===== config.mk =====
export PLATFORM = sky130hd
export DESIGN_NAME = rnn_seq_ctrl
export DESIGN_NICKNAME = d
export VERILOG_FILES = /design/src/rtl/rnn_pkg.sv /design/src/rtl/rnn_poll_timer.sv /design/src/rtl/rnn_seq_ctrl.sv
export SDC_FILE = /design/constraint.sdc
export NUM_CORES = 1
export LEC_CHECK = 0
export BUFFER_PORTS_ARGS = -buffer_cell sky130_fd_sc_hd__clkbuf_2
export CORE_MARGIN = 2
export CORE_UTILIZATION = 49
export DETAILED_ROUTE_END_ITERATION = 10
export PLACE_DENSITY = 0.95
export SLEW_MARGIN = 20
export SYNTH_ARGS = -nofsm -noshare
export SYNTH_HDL_FRONTEND = slang
export SYNTH_SLANG_ARGS = --single-unit

===== constraint.sdc =====
create_clock -name clk -period 6.72 [get_ports clk]
set_input_delay 0.672 -clock clk [delete_from_list [all_inputs] [get_ports clk]]
set_output_delay 0.672 -clock clk [all_outputs]
set_load 0.01 [all_outputs]

===== src/rtl/rnn_pkg.sv =====
// rnn_pkg: sequencer state encoding, rnn register map and default widths
package rnn_pkg;
  localparam int RNN_EMB_BITS = 2;
  localparam int RNN_BITS = 16;
  localparam logic [2:0] RNN_A_START = 3'd0;
  localparam logic [2:0] RNN_A_INPUT = 3'd1;
  localparam logic [2:0] RNN_A_DENSE_RES = 3'd7;
  typedef enum logic [3:0] {
    SYNC, DRAIN, IDLE, LOADIN, STEP, STEPW, DENSE, VALW, RDRES, OUT, CLRW
  } state_t;
endpackage


===== src/rtl/rnn_poll_timer.sv =====
// rnn_poll_timer: watchdog counting cycles spent in the current poll state (built only with RNN_SEQ_TIMEOUT_EN)
`ifdef RNN_SEQ_TIMEOUT_EN
module rnn_poll_timer import rnn_pkg::*; #(
  parameter int TIMEOUT_CYCLES = 4096
) (
  input  logic   clk,
  input  logic   rst_n,
  input  state_t st,
  input  logic   en,
  output logic   expired
);
  localparam int W = $clog2(TIMEOUT_CYCLES) + 1;
  state_t st_q;
  logic [W-1:0] cnt, cur;
  assign cur = (st != st_q) ? '0 : cnt;
  assign expired = en && cur == W'(TIMEOUT_CYCLES - 1);
  // restart on every state change and after each expiry so SYNC can re-arm itself
  always_ff @(posedge clk) begin
    if (!rst_n) begin
      st_q <= SYNC;
      cnt <= '0;
    end else begin
      st_q <= st;
      cnt <= (en && !expired) ? cur + 1'b1 : '0;
    end
  end
endmodule
`endif


===== src/rtl/rnn_seq_ctrl.sv =====
// rnn_seq_ctrl: streams one char sequence through rnn and returns the dense result; RNN_SEQ_TIMEOUT_EN adds a poll watchdog
module rnn_seq_ctrl import rnn_pkg::*; #(
  parameter int EMB_BITS = RNN_EMB_BITS,
  parameter int TIMEOUT_CYCLES = 4096
) (
  input  logic                clk,
  input  logic                rst_n,
  input  logic                in_valid,
  output logic                in_ready,
  input  logic [RNN_BITS-1:0] in_data,
  input  logic                in_last,
  output logic                m_read,
  output logic                m_write,
  output logic [2:0]          m_addr,
  output logic [31:0]         m_wdata,
  input  logic [31:0]         m_rdata,
  output logic                res_valid,
  input  logic                res_ready,
  output logic [RNN_BITS-1:0] res_data,
  output logic                res_pos,
  output logic [15:0]         chars_done,
  output logic                err
);
  state_t state;
  logic [EMB_BITS-1:0] elem_idx;
  logic last_q, sync_ph, tmo, rd_done, unused_rdata;
  logic [2:0] addr_sel;
  assign rd_done = m_rdata[0];
  assign unused_rdata = ^m_rdata[31:16];
  assign in_ready = rst_n && state == LOADIN;
  assign m_write = rst_n && ((state == LOADIN && in_valid) || state == STEP || state == DENSE);
  assign m_read = rst_n && (state inside {SYNC, DRAIN, STEPW, VALW, RDRES, CLRW});
  assign addr_sel = (state == SYNC) ? (sync_ph ? RNN_A_START : RNN_A_INPUT) :
                    (state inside {LOADIN, STEPW, CLRW}) ? RNN_A_INPUT :
                    (state inside {DRAIN, DENSE, RDRES}) ? RNN_A_DENSE_RES : RNN_A_START;
  assign m_addr = (m_read || m_write) ? addr_sel : '0;
  assign m_wdata = m_write ? {8'h00, 8'(elem_idx), (state == LOADIN) ? in_data : 16'h0001} : '0;
`ifdef RNN_SEQ_TIMEOUT_EN
  rnn_poll_timer #(.TIMEOUT_CYCLES(TIMEOUT_CYCLES)) u_timer (
    .clk(clk),
    .rst_n(rst_n),
    .st(state),
    .en(state inside {SYNC, STEPW, VALW, CLRW}),
    .expired(tmo)
  );
`else
  localparam int unused_timeout = TIMEOUT_CYCLES;
  assign tmo = 1'b0;
`endif
  // sequencer FSM; a watchdog expiry overrides every state and forces a resync
  always_ff @(posedge clk) begin
    if (!rst_n) begin
      state <= SYNC;
      elem_idx <= '0;
      last_q <= 1'b0;
      sync_ph <= 1'b0;
      chars_done <= '0;
      res_valid <= 1'b0;
      res_data <= '0;
      res_pos <= 1'b0;
      err <= 1'b0;
    end else if (tmo) begin
      state <= SYNC;
      sync_ph <= 1'b0;
      res_valid <= 1'b0;
      err <= 1'b1;
    end else begin
      case (state)
        SYNC: begin
          sync_ph <= !sync_ph;
          if (rd_done) begin
            sync_ph <= 1'b0;
            state <= sync_ph ? DRAIN : IDLE;
          end
        end
        DRAIN: state <= CLRW;
        IDLE: if (in_valid) begin
          chars_done <= '0;
          state <= LOADIN;
        end
        LOADIN: if (in_valid) begin
          elem_idx <= elem_idx + 1'b1;
          if (&elem_idx) begin
            last_q <= in_last;
            state <= STEP;
          end
        end
        STEP: begin
          chars_done <= chars_done + {15'd0, ~&chars_done};
          state <= STEPW;
        end
        STEPW: if (rd_done) state <= last_q ? DENSE : LOADIN;
        DENSE: state <= VALW;
        VALW: if (rd_done) state <= RDRES;
        RDRES: begin
          res_data <= m_rdata[15:0];
          res_pos <= ~m_rdata[15];
          res_valid <= 1'b1;
          state <= OUT;
        end
        OUT: if (res_ready) begin
          res_valid <= 1'b0;
          state <= CLRW;
        end
        CLRW: if (rd_done) state <= IDLE;
        default: state <= SYNC;
      endcase
    end
  end
endmodule


==> impl.org, run 1 <==
** Run status
- The flow ran to the end, and the final reports show no timing, DRC or antenna violations.

** Routing
- The pre-antenna-repair detailed-routing pass consisted of 4 iterations.
- Detail-routed via count per cell :: 5.29
- Wires add up to between 5000 and 6000 um.
- DRC marker count from the first detailed-route iteration :: roughly 130
- For this run, design rule violations remaining after detail routing come to 0.
- In this run the remaining antenna-violating nets after routing total 0.
- In the final routed layout, each cell accounts on average for ~12 um.
- Via count :: approximately 2300

** Synth
- In the synthesized netlist, the cells that appear most often are 58 x nand2_1, 42 x dfxtp_1, 22 x and3_1.
- The most used flip-flop cell after synthesis is dfxtp_1.
- The synthesized design contains 42 register bits.
- Area share of the largest cell type after synthesis :: 0.354
- Synthesis instantiated 49 different standard cells from the library.
- Library cell with the highest instance count after synthesis :: nand2_1
- EDFF count, synth :: 0
- Async set or reset register ratio after synthesis :: 0
- For this run, the number of Yosys warnings is 0.
- The synthesized netlist occupies a cell area of ~0.0024 mm2.
- Yosys attributes the largest share of cell area to dfxtp_1 35%, nand2_1 9.2%, a21boi_0 6.3%.
- Sequential element share of the synthesized area :: 0.354
- Synthesis produced 304 cells.
- Cell taking the most area after synthesis :: dfxtp_1
- After synthesis, the mean cell area works out to approximately 8 um2.

** Floorplanning
- Horizontal die dimension :: 73.6 um
- The core region is 0.00469 mm2.
- Initial standard-cell utilization of the core :: 0.506
- The floorplan step defined a die boundary enclosing ~0.0054 mm2.
- For this design the top-level I/O count stands at ~130.
- Row generation in the floorplan step produced 25 rows.
- From bottom edge to top edge, the die measures about 74 um.

** Clocking
- Total of hold buffers inserted after clock tree synthesis :: 0
- At the later pin of the worst-skew pair, clock insertion delay measures 0.29 ns.
- H-tree depth :: 2
- The number of setup buffers added after CTS is 0.
- In this run the deepest clock path goes through 2 buffers.
- Clock tree from TritonCTS :: done
- For this design, the sink count on the clock tree is 42.
- Num CTS Buffers :: 5
- After clock tree synthesis, the clock-pin slew on the worst setup and hold paths is approximately 0.080 ns.
- Once the clock tree was built, the resizer swapped 0 gates to a different size.
- Clk Tree Root Cell :: clkbuf_8

** STA
- Min Tclk post-route :: about 3.1 ns
- At the pin with the least slew margin, the transition time is just over 0.8 ns.
- Max frequency :: ~330 MHz
- Of the available clock period, the critical path in the final layout requires 0.456.
- Number of hold violations in the final report :: 0
- Setup repair after global routing missed its margin :: no
- The max-slew violation count is 0.
- Setup violations remaining at the end of the flow were counted as 0.
- For the final routed database, the setup TNS stands at 0 ns.
- Clock skew on the completed layout was measured at roughly 0.0057 ns.
- Headroom to the max-slew limit came out at 0.463.

** Cells and area
- Area used by multi-input combinational logic :: about 0.0014 mm2
- For this run, the post-layout net count is about 440.
- Fraction of final layout cells sized beyond drive strength 1 :: 0.280
- From synthesis to final layout, the design area changed by 19.3%.
- The sequential cells in the finished layout cover a total of around 840 um2.
- After filler insertion, the fill cell instance count of the layout stands at 434.
- The finished cells cover roughly 0.0028 mm2.
- The repair_antennas step left the layout with diodes totalling 0.
- Final core occ :: 0.604

** Placement
- After detailed placement, the total cell area comes to between 0.002 and 0.003 mm2.
- The count of buffers added on input and output ports is 94.
- Detailed placement HPWL :: between 3000 and 4000 um
- The congestion estimate from routability-driven global placement came to ~0.89.

** Power and ir drop
- Power spread over the standard cell area amounts to roughly 240 mW/mm2.
- Final total power :: 668 uW
- Static leakage power :: 1.32 nW
- VDD sags by at most 0.160 mV.

** Global routing
- GRT Residual Overflow :: 0
- Wire length of the first global-routing pass :: ~8700 um
- Entering global routing, the biggest net connects 49 pins.
- For this run, the total global-route usage over all layers was measured as 0.201.
- The number of antenna violations at the first check in global routing was 0.
- Number of global-route vias before repair :: between 2000 and 2500

** Critical path
- STA classifies the critical path startpoint as a register.
- WP data arrival :: around 2.4 ns
- At the worst endpoint, the required time is roughly 6.1 ns.
- Type of destination of the critical path :: output pin
- Counting cells, the worst reg-to-reg path comes to 9.
- In this run the worst path has a maximum fanout of 17.
- The worst setup path is of the register to output pin kind.

** Hold path
- The tightest min-delay check is of the register to register type.
- Worst Hold Depth :: 2

** Flow run
- Max-cap violations in this run came to 0.
==> flip-flops by register name, summed over array words and instances, names as in the netlist <==
name / flops
chars_done: 16
state: 4
last_q: 1
elem_idx: 2
sync_ph: 1
res_valid: 1
res_data: 16
res_pos: 1
==> worst paths after layout <==
| kind | slack (ns) | end | start |
|---|---|---|---|
| worst max-delay path | 3.66 | m_wdata[10] | state[1] |
| worst min-delay path | 0.47 | res_data[15] | res_data[15] |
| worst max register to register | 4.17 | chars_done[13] | chars_done[3] |
| worst min register to register | 0.47 | res_data[15] | res_data[15] |
==> cell type report <==
type                            count  share of cell area
Multi-Input combinational cell    235               0.480
Sequential cell                    42               0.297
Clock inverter                      2             0.00353
Inverter                            4             0.00530
Clock buffer                        5              0.0243
Timing Repair Buffer               94               0.166
Tap cell                           54              0.0239
==> layout by cell type, fill, tap and decap left out, types with 9 or more instances in the layout <==
cell type and n:
a21boi_0 20, a21oi_1 9, and3_1 22, clkbuf_2 94, conb_1 15, dfxtp_1 42, nand2_1 58, nand3_1 15
nor2_1 14, o21ai_0 10
==> logic make-up (layout without fill, tap and decap cells) <==
family                     after synthesis  in the layout  synth area share
AOI/OAI and AO/OA                       63             63             0.182
xor gates and xnor gates                 3              3            0.0111
adders and majority gates                3              3            0.0158
buffers and inverters                   41            105             0.100
DFF                                     42             42             0.354
muxes                                    8              8            0.0342
other                                    1             15           0.00158
and+or+nand+nor                        143            143             0.301
==> per-layer routing <==
metal / up-vias / track usage / wire, um
met2: 62 / 0.345 / 2750
li1: 1177 / - / -
met1: 1061 / 0.238 / 2370
met4: 0 / 0.0848 / 55
met5: - / 0 / 0
met3: 5 / 0.0453 / 275
==> where the power goes <==
group          internal, mW  switching [mW]  leakage, nW
Combinational        0.0834           0.118        0.934
Clock                0.0698          0.0839       0.0438
Sequential            0.271          0.0409        0.339
==> critical path, cell delays in order (launching register included) <==
cell and delay [ns]:
dfxtp_1 0.71, nor3b_1 0.54, and3_1 0.48, and3_1 0.23
clkbuf_2 0.14
==> through the flow <==
stage	setup slack, ns	hold WS [ns]	std cells
4_1_cts	3.57	0.473	436
5_1_grt	3.39	0.495	436
2_1_floorplan	4.35	0.483	318
3_5_place_dp	3.89	0.461	429
6_report	3.66	0.469	436
3_3_place_gp	3.91	0.452	429
Note: power is estimated with default switching activity, not from simulation.
==> inputs of run 2 (changes only) <==
Settings changed: ABC_AREA set to 1, CORE_UTILIZATION 49 to 46, PLACE_DENSITY 0.95 to 0.93.
Clock period 6.72 ns to 2.95 ns, I/O delays scaled along.
==> run 2 against run 1 <==
Compared with the run above:
- cell area up 5.7%
- sequential power up 140%
- clock-buffer cell count up 1
- critical path depth up 3
- clock power up 140%
- combinational power rose to 4.1 times the previous value
- wire length up 16%
- setup slack worse by 2.8 ns
- first-iteration DRC count up 32%
- synthesized area up 4.3%
- die area up 10%
- critical endpoint is now m_wdata[6]
==> impl.org, run 2 <==
** Synth
- Async set or reset register ratio after synthesis :: 0 (unchanged)
- The primary flip-flop cell chosen by synthesis mapping was dfxtp_1 (unchanged).
- Complex-gate fraction of the synthesized area :: 0.120 (was 0.182)
- The multiplexer area fraction after synthesis is 0 (was 0.0342).
- Post-synthesis cell area :: 0.00248 mm2 (was 0.00237 mm2)
- The distinct cell type count after synthesis was 31 (was 49).
- The share of the synthesized netlist area taken by xor and xnor gates came to 0 (was 0.0111).
- The leading cell type by number of instances after synthesis was nand2_1 (unchanged).
- Cell count after synthesis :: 382 (was 304)
- #FFs+latches synth :: 42 (unchanged)
- The number of synthesis warnings is 0 (unchanged).
- The area share of and/or/nand/nor cells after synthesis came to 0.397 (was 0.301).
- The top-area cell type share of the netlist area came to 0.340 (was 0.354).
- Most frequent cells after synthesis: 91 x nand2_1, 89 x nor2_1, 42 x dfxtp_1 (was 58 x nand2_1, 42 x dfxtp_1, 22 x and3_1).
- The number of enable flip-flop cells after synthesis is 0 (unchanged).
- The area share of fa/ha/maj cells after synthesis was 0.0152 (was 0.0158).
- Mean instance size in the synthesized netlist :: 6.48 um2 (was 7.81 um2)
- Cell taking the most area after synthesis :: dfxtp_1 (unchanged)
- Sequential element share of the synthesized area :: 0.340 (was 0.354)
- The combinational family with the most area after synthesis was simple AND/OR/NAND/NOR gates (unchanged).
- Top cells by area in the synthesized netlist: dfxtp_1 34%, nand2_1 14%, nor2_1 13% (was dfxtp_1 35%, nand2_1 9.2%, a21boi_0 6.3%).

** Clocking
- The root buffer selected by CTS is clkbuf_8 (unchanged).
- Clock buffer depth :: 2 (unchanged)
- The level count of the clock H-tree is 2 (unchanged).
- The total setup buffers inserted after CTS was 0 (unchanged).
- Clock sink count :: 42 (unchanged)
- The count of instances resized after the clock tree is built was 0 (unchanged).
- The number of buffers created by CTS came to 5 (unchanged).
- The number of hold buffers added after cts was 0 (unchanged).
- The later-pin clock latency in the skew report is 0.30 ns (was 0.29 ns).
- The TritonCTS clock tree is done (unchanged).
- The clock edge transition at the registers on the reported setup and hold paths came to 0.09 ns (was 0.08 ns).

** Routing
- The remaining antenna violation count after routing came to 0 (unchanged).
- The initial DRC count was 177 (was 134).
- Wire length per cell after detailed routing :: 11.6 um (was 12.5 um)
- Number of optimization iterations in the first detailed-route pass :: 5 (was 4)
- Routed wire length :: 6310 um (was 5450 um)
- Via count :: 2700 (was 2305)
- The number of remaining DRC errors is 0 (unchanged).
- The via density per instance is 4.97 (was 5.29).

** Cells and area
- Regs by FF count: chars_done x16, res_data x16, state x4 (unchanged).
- The antenna diode count came to 0 (unchanged).
- Final core occ :: 0.582 (was 0.604)
- Count of filler cells inserted in the layout :: 475 (was 434)
- The fraction of final layout cells with drive strength greater than 1 came to 0.281 (was 0.280).
- The final-stage net count came to 528 (was 438).
- Leading cell types in the layout, fill and taps excluded :: 94 x clkbuf_2, 91 x nand2_1, 89 x nor2_1 (was 94 x clkbuf_2, 58 x nand2_1, 42 x dfxtp_1)
- Area added between synthesis and finish :: 20.9% (was 19.3%)
- Commonest non-fill, non-tap cell in the layout :: clkbuf_2 (unchanged)

** Critical path
- Worst EP required :: 2.65 ns (was 6.05 ns)
- Worst R2R Setup Slack :: 0.88 ns (was 4.17 ns)
- The origin of the worst setup path is state[1] (unchanged).
- The cell type with the highest occurrence count on the critical path is nand2_1 (was and3_1).
- Cell chain of the critical path: nand2_1, inv_1, nand2_2, nor2_4, nand2_1, nor2_1, clkbuf_2 (was nor3b_1, and3_1, and3_1, clkbuf_2).
- The kind of critical path is register to output pin (unchanged).
- Type of destination of the critical path :: output pin (unchanged)
- The count of cells along the worst register-to-register path is 11 (was 9).
- The critical register-to-register path startpoint was chars_done[7] (was chars_done[3]).
- The critical path data arrival time was 1.84 ns (was 2.39 ns).
- Reg2Reg Capture Point :: chars_done[12] (was chars_done[13])
- Critical Path Fanout Max :: 16 (was 17)
- Worst Setup Start Kind :: register (unchanged)
- The delay contributed by the slowest stage of the critical path was 0.48 ns (was 0.71 ns).
- CP max-delay cell :: dfxtp_1 (unchanged)

** Floorplanning
- Horizontal die dimension :: 77.4 um (was 73.6 um)
- The die footprint is 0.00599 mm2 (was 0.00542 mm2).
- Number of top-level pins :: 126 (unchanged)
- Core area :: 0.00514 mm2 (was 0.00469 mm2)
- Cell row count :: 26 (was 25)
- The effective utilization at floorplan is 0.482 (was 0.506).
- Vertical extent of the die :: 77.4 um (was 73.6 um)

** Power and ir drop
- Cell internal pwr :: 1.12 mW (was 425 uW)
- Portion of total power attributed to combinational logic :: 0.424 (was 0.302)
- Reported net switching power :: 843 uW (was 243 uW)
- The standby leakage power came to 1.40 nW (was 1.32 nW).
- The largest vdd supply drop is 0.496 mV (was 0.160 mV).
- Switching portion of total power :: 0.429 (was 0.364)
- The total power came to 1.96 mW (was 668 uW).
- Part of the total power dissipated in the clock network :: 0.191 (was 0.230)
- The power per cell area was 656 mW/mm2 (was 236 mW/mm2).
- The sequential group share of total power came to 0.385 (was 0.468).

** Global routing
- The overall overflow remaining after global route came to 0 (unchanged).
- Number of global-route vias before repair :: 2497 (was 2021)
- The largest net degree at the start of global routing was 39 (was 49).
- The number of antenna violations at the first check in global routing was 0 (unchanged).
- Wire length of the first global-routing pass :: 10600 um (was 8670 um)
- The overall fraction of global-route tracks in use is 0.214 (was 0.201).

** Placement
- Detailed placement HPWL :: 4820 um (was 3950 um)
- The routability congestion estimate from global placement was 0.893 (about the same).
- The number of port buffers came to 94 (unchanged).

** STA
- Final period util :: 0.722
- Worst clock skew :: 0.00770 ns (was 0.00565 ns)
- Counting I/O delays and the setup requirement, the final critical path takes roughly 2.1 ns.
- Max frequency :: ~470 MHz
- The max-slew violation count is 0 (unchanged).
- The final hold slack is 0.208 ns (was 0.469 ns).
- Setup repair after global routing missed its margin :: no (unchanged)
- Number of hold violations in the final report :: 0 (unchanged)
- Total Negative Setup Slacks :: 0 ns (unchanged)
- Endpoints failing setup :: 0 (unchanged)

** Hold path
- The type of the most critical hold path is input pin to register (was register to register).
- The beginning of the worst hold path was m_rdata[6] (was res_data[15]).
- The endpoint of the worst hold path was res_data[6] (was res_data[15]).
- Worst Hold Depth :: 3 (was 2)

** Run status
- Status :: complete, no violations (unchanged)

** Flow run
- The count of maximum capacitance violations was 0 (unchanged).
==> run 2: cell count changes in the layout (fill, tap and decap cells not counted), moves of 8 or more <==
| cell | before | now |
|---|---|---|
| o21ai_0 | 10 | 27 |
| nand2_1 | 58 | 91 |
| nor2_1 | 14 | 89 |
| inv_2 | 0 | 8 |
| and3_1 | 22 | 0 |
| inv_1 | 4 | 24 |
| a21oi_1 | 9 | 21 |
| a21boi_0 | 20 | 0 |
==> run 2: routing by layer <==
metal,routed length (um),part of all wire,track usage
met1,2630,0.42,0.245
met2,3010,0.48,0.390
met3,594,0.094,0.0512
met4,78,0.012,0.0661
met5,0,0,0
==> run 2: cells by family after synthesis <==
logic type	after synthesis
AND/OR/NAND/NOR	221
buffers and inverters	59
AO/OA/AOI/OAI	56
flip-flops	42
adder cells (fa/ha/maj)	3
other	1
==> run 2: critical path, delay by kind of cell (launching register included) <==
family | cells | cell delay [ns]
and+or+nand+nor | 5 | 0.80
buffers and inverters | 2 | 0.26
DFF | 1 | 0.48
==> run 2: power groups by stage <==
stage	Sequential, mW	Clock (mW)	Combinational (mW)
2_1_floorplan	0.785	0	0.611
3_3_place_gp	0.762	0	0.808
3_5_place_dp	0.765	0	0.834
4_1_cts	0.756	0.383	0.836
5_1_grt	0.771	0.397	0.937
6_report	0.756	0.376	0.832
==> run 2: worst max path at each step <==
| stage | endpoint | cells past startpoint | slack (ns) |
|---|---|---|---|
| 2_1_floorplan | chars_done[12] | 11 | 1.17 |
| 3_3_place_gp | chars_done[12] | 11 | 1.10 |
| 3_5_place_dp | chars_done[12] | 11 | 0.98 |
| 4_1_cts | m_addr[1] | 9 | 0.82 |
| 5_1_grt | m_wdata[3] | 7 | 0.68 |
| 6_report | m_wdata[6] | 7 | 0.82 |
==> run 2: through the flow <==
stage	setup slack [ns]	area, um2	cells
6_report	0.819	2990	543
5_1_grt	0.684	2990	543
4_1_cts	0.825	2990	543
3_5_place_dp	0.981	2910	535
3_3_place_gp	1.10	2910	535
2_1_floorplan	1.17	2530	396
==> run 2: final cells by class <==
class,instances,area [um2],area share
clock inverter,2,13.8,0.00460
timing repair buffer,95,478,0.160
inverter,33,126,0.0422
multi-input combinational,295,1370,0.459
clock buffer,6,72.6,0.0242
sequential,42,841,0.281
tap,70,87.6,0.0293
==> inputs of run 3 (changes only) <==
Settings changed: CORE_UTILIZATION 46 to 41, PLACE_DENSITY 0.93 to 0.88.
Clock period 2.95 ns to 1.8 ns, I/O delays scaled along.
==> run 3 against run 2 <==
Compared with the run above:
- clock power rose by 62%
- via count rose by 3.9%
- hold slack got worse by 0.099 ns
- sequential cell count is the same
- critical path depth up 1
- critical path type unchanged
- largest cell class unchanged
==> impl.org, run 3 (synthesis results as in run 2) <==
** STA
- Final period util :: 0.977
- The count of endpoints failing setup in the final report was 0 (unchanged).
- The max-slew violation count came to 0 (unchanged).
- The final hold slack is 0.109 ns (was 0.208 ns).
- The number of hold violations in the final report was 0 (unchanged).
- Worst clock skew :: 0.00566 ns (was 0.00770 ns)
- Subtracting the final worst setup slack from the clock period gives 1.76 ns.
- Setup repair after global routing missed its margin :: yes (was no)
- Total Negative Setup Slacks :: 0 ns (unchanged)
- The worst-case setup margin in the final layout came to 0.0413 ns (was 0.819 ns).
- Max frequency :: around 570 MHz

** Power and ir drop
- The power per cell area was 988 mW/mm2 (was 656 mW/mm2).
- The largest vdd supply drop came to 0.716 mV (was 0.496 mV).
- Final total power :: 3.45 mW (was 1.96 mW)
- Static leakage power :: 1.70 nW (was 1.40 nW)

** Critical path
- The cell type with the highest occurrence count on the critical path was nand2_4 (was nand2_1).
- The critical path's slowest cell is dfxtp_4 (was dfxtp_1).
- Worst EP required :: 1.62 ns (was 2.65 ns)
- The critical path data arrival time came to 1.58 ns (was 1.84 ns).
- The critical path startpoint category is a register (unchanged).
- Cell chain of the critical path: nor2_4, nand3_4, nand2_4, nand2_4, inv_2, nor2_2, nor3_2, buf_2 (was nand2_1, inv_1, nand2_2, nor2_4, nand2_1, nor2_1, clkbuf_2).
- The delay contributed by the slowest stage of the critical path was 0.38 ns (was 0.48 ns).
- Crit Path Class :: register to output pin (unchanged)
- The largest fanout of any net on the critical path came to 6 (was 16).
- Type of destination of the critical path :: output pin (unchanged)

** Clocking
- Clock tree from TritonCTS :: done (unchanged)
- Clk Tree Root Cell :: clkbuf_8 (unchanged)
- The number of buffers created by CTS was 5 (unchanged).
- Clk slew on worst S/H paths :: 0.09 ns (about the same)
- Clock buffer depth :: 2 (unchanged)
- H-tree depth :: 2 (unchanged)
- The later-pin clock latency in the skew report came to 0.29 ns (was 0.30 ns).
- Clock sink count :: 42 (unchanged)

** Placement
- The placed instance count is 560 (was 535).
- The number of port buffers came to 94 (unchanged).
- The post-detailed-placement half-perimeter wirelength came to 5050 um (was 4820 um).
- The routability congestion estimate from global placement was 0.938 (was 0.893).
- Post-place setup slack :: 0.00881 ns (was 0.981 ns)

** Floorplanning
- Die Footprint :: 0.00668 mm2 (was 0.00599 mm2)
- The count of pins on the block boundary was 126 (unchanged).
- The y dimension of the die was 81.7 um (was 77.4 um).
- Horizontal die dimension :: 81.7 um (was 77.4 um)
- The effective utilization at floorplan is 0.421 (was 0.482).
- The number of cell rows is 28 (was 26).
- The area of the core came to 0.00589 mm2 (was 0.00514 mm2).

** Run status
- Status :: complete, no violations (unchanged)

** Cells and area
- Regs by FF count :: chars_done x16, res_data x16, state x4 (unchanged)
- Leading cell types in the layout, fill and taps excluded :: 77 x nor2_1, 77 x clkbuf_2, 76 x nand2_1 (was 94 x clkbuf_2, 91 x nand2_1, 89 x nor2_1)
- The non-filler instance count after layout was 579 (was 543).
- Antenna diode count :: 0 (unchanged)
- The area taken by flip-flops and latches was 870 um2 (was 841 um2).
- The fraction of final layout cells with drive strength greater than 1 came to 0.429 (was 0.281).
- Area added between synthesis and finish :: 40.8% (was 20.9%)
- Net count of the finished layout :: 559 (was 528)
- The multi-input gate area in the final layout came to 0.00157 mm2 (was 0.00137 mm2).
- Count of filler cells inserted in the layout :: 527 (was 475)

** Flow run
- The count of maximum capacitance violations is 0 (unchanged).

** Routing
- Antenna-violating nets left :: 0 (unchanged)
- The via density per instance came to 4.84 (was 4.97).
- Number of optimization iterations in the first detailed-route pass :: 4 (was 5)
- Wire length per cell after detailed routing :: 11.8 um (was 11.6 um)
- The number of remaining DRC errors was 0 (unchanged).
- The initial DRC count is 151 (was 177).
- The total vias in the final route was 2804 (was 2700).
- Routed wire length :: 6840 um (was 6310 um)

** Global routing
- The number of global-route vias before repair is 2472 (was 2497).
- Wire length of the first global-routing pass :: 10200 um (was 10600 um)
- The largest net degree at the start of global routing came to 37 (was 39).
- The overall fraction of global-route tracks in use was 0.192 (was 0.214).
- The number of antenna violations at the first check in global routing was 0 (unchanged).
- The overall overflow remaining after global route is 0 (unchanged).

** Hold path
- The type of the most critical hold path is input pin to register (unchanged).
run 3: cell types whose count changed in the layout (fill, tap and decap cells not counted), moves of 11 or more:
cell,before,now
dfxtp_2,0,11
buf_2,0,15
clkbuf_2,94,77
dfxtp_1,42,27
nand2_1,91,76
nor2_1,89,77
buf_4,1,29
run 3: final cells by class:
cell class,count,share of cell area
multi-input combinational,295,0.450
sequential,42,0.249
inverter,33,0.0377
clock buffer,5,0.0197
clock inverter,3,0.00610
tap,75,0.0269
timing repair buffer,126,0.211
run 3: critical path, delay by kind of cell (launching register included):
kind          cells  cell delay, ns
flops             1            0.38
buf+inv           2            0.22
simple gates      6            0.69
run 3: path summary, 6_finish.rpt:
| check | from | endpoint | slack (ns) | cells after the start |
|---|---|---|---|---|
| worst max register to register | chars_done[13] | chars_done[14] | 0.08 | 11 |
| worst min register to register | res_valid | res_valid | 0.47 | 2 |
| worst max-delay path | state[3] | m_addr[1] | 0.04 | 8 |
| worst min-delay path | m_rdata[1] | res_data[1] | 0.11 | 3 |
run 3: metrics by stage:
step / area [um2] / utilization
2_1_floorplan: 2530 / -
3_3_place_gp: 3060 / 0.520
3_5_place_dp: 3060 / 0.520
4_1_cts: 3250 / 0.553
5_1_grt: 3490 / 0.592
6_report: 3490 / 0.592
run 3: what timing repair did:
action                                  in CTS  in global routing
resized for setup                           17                 82
hold buffers                                 0                  0
buffers inserted                             6                  5
pin swaps                                   16                 27
endpoints found under the setup margin      19                 27
run 3: report_power, final:
group / switching, mW / internal (mW) / leakage [nW]
Sequential: 0.117 / 1.11 / 0.350
Clock: 0.338 / 0.273 / 0.0441
Combinational: 1.01 / 0.592 / 1.31
run 3: per-layer routing:
metal,up-vias,global-route usage,wire length (um)
met2,128,0.357,3300
met3,7,0.0385,599
met4,0,0.0517,52
li1,1418,-,-
met5,-,0,0
met1,1251,0.223,2890
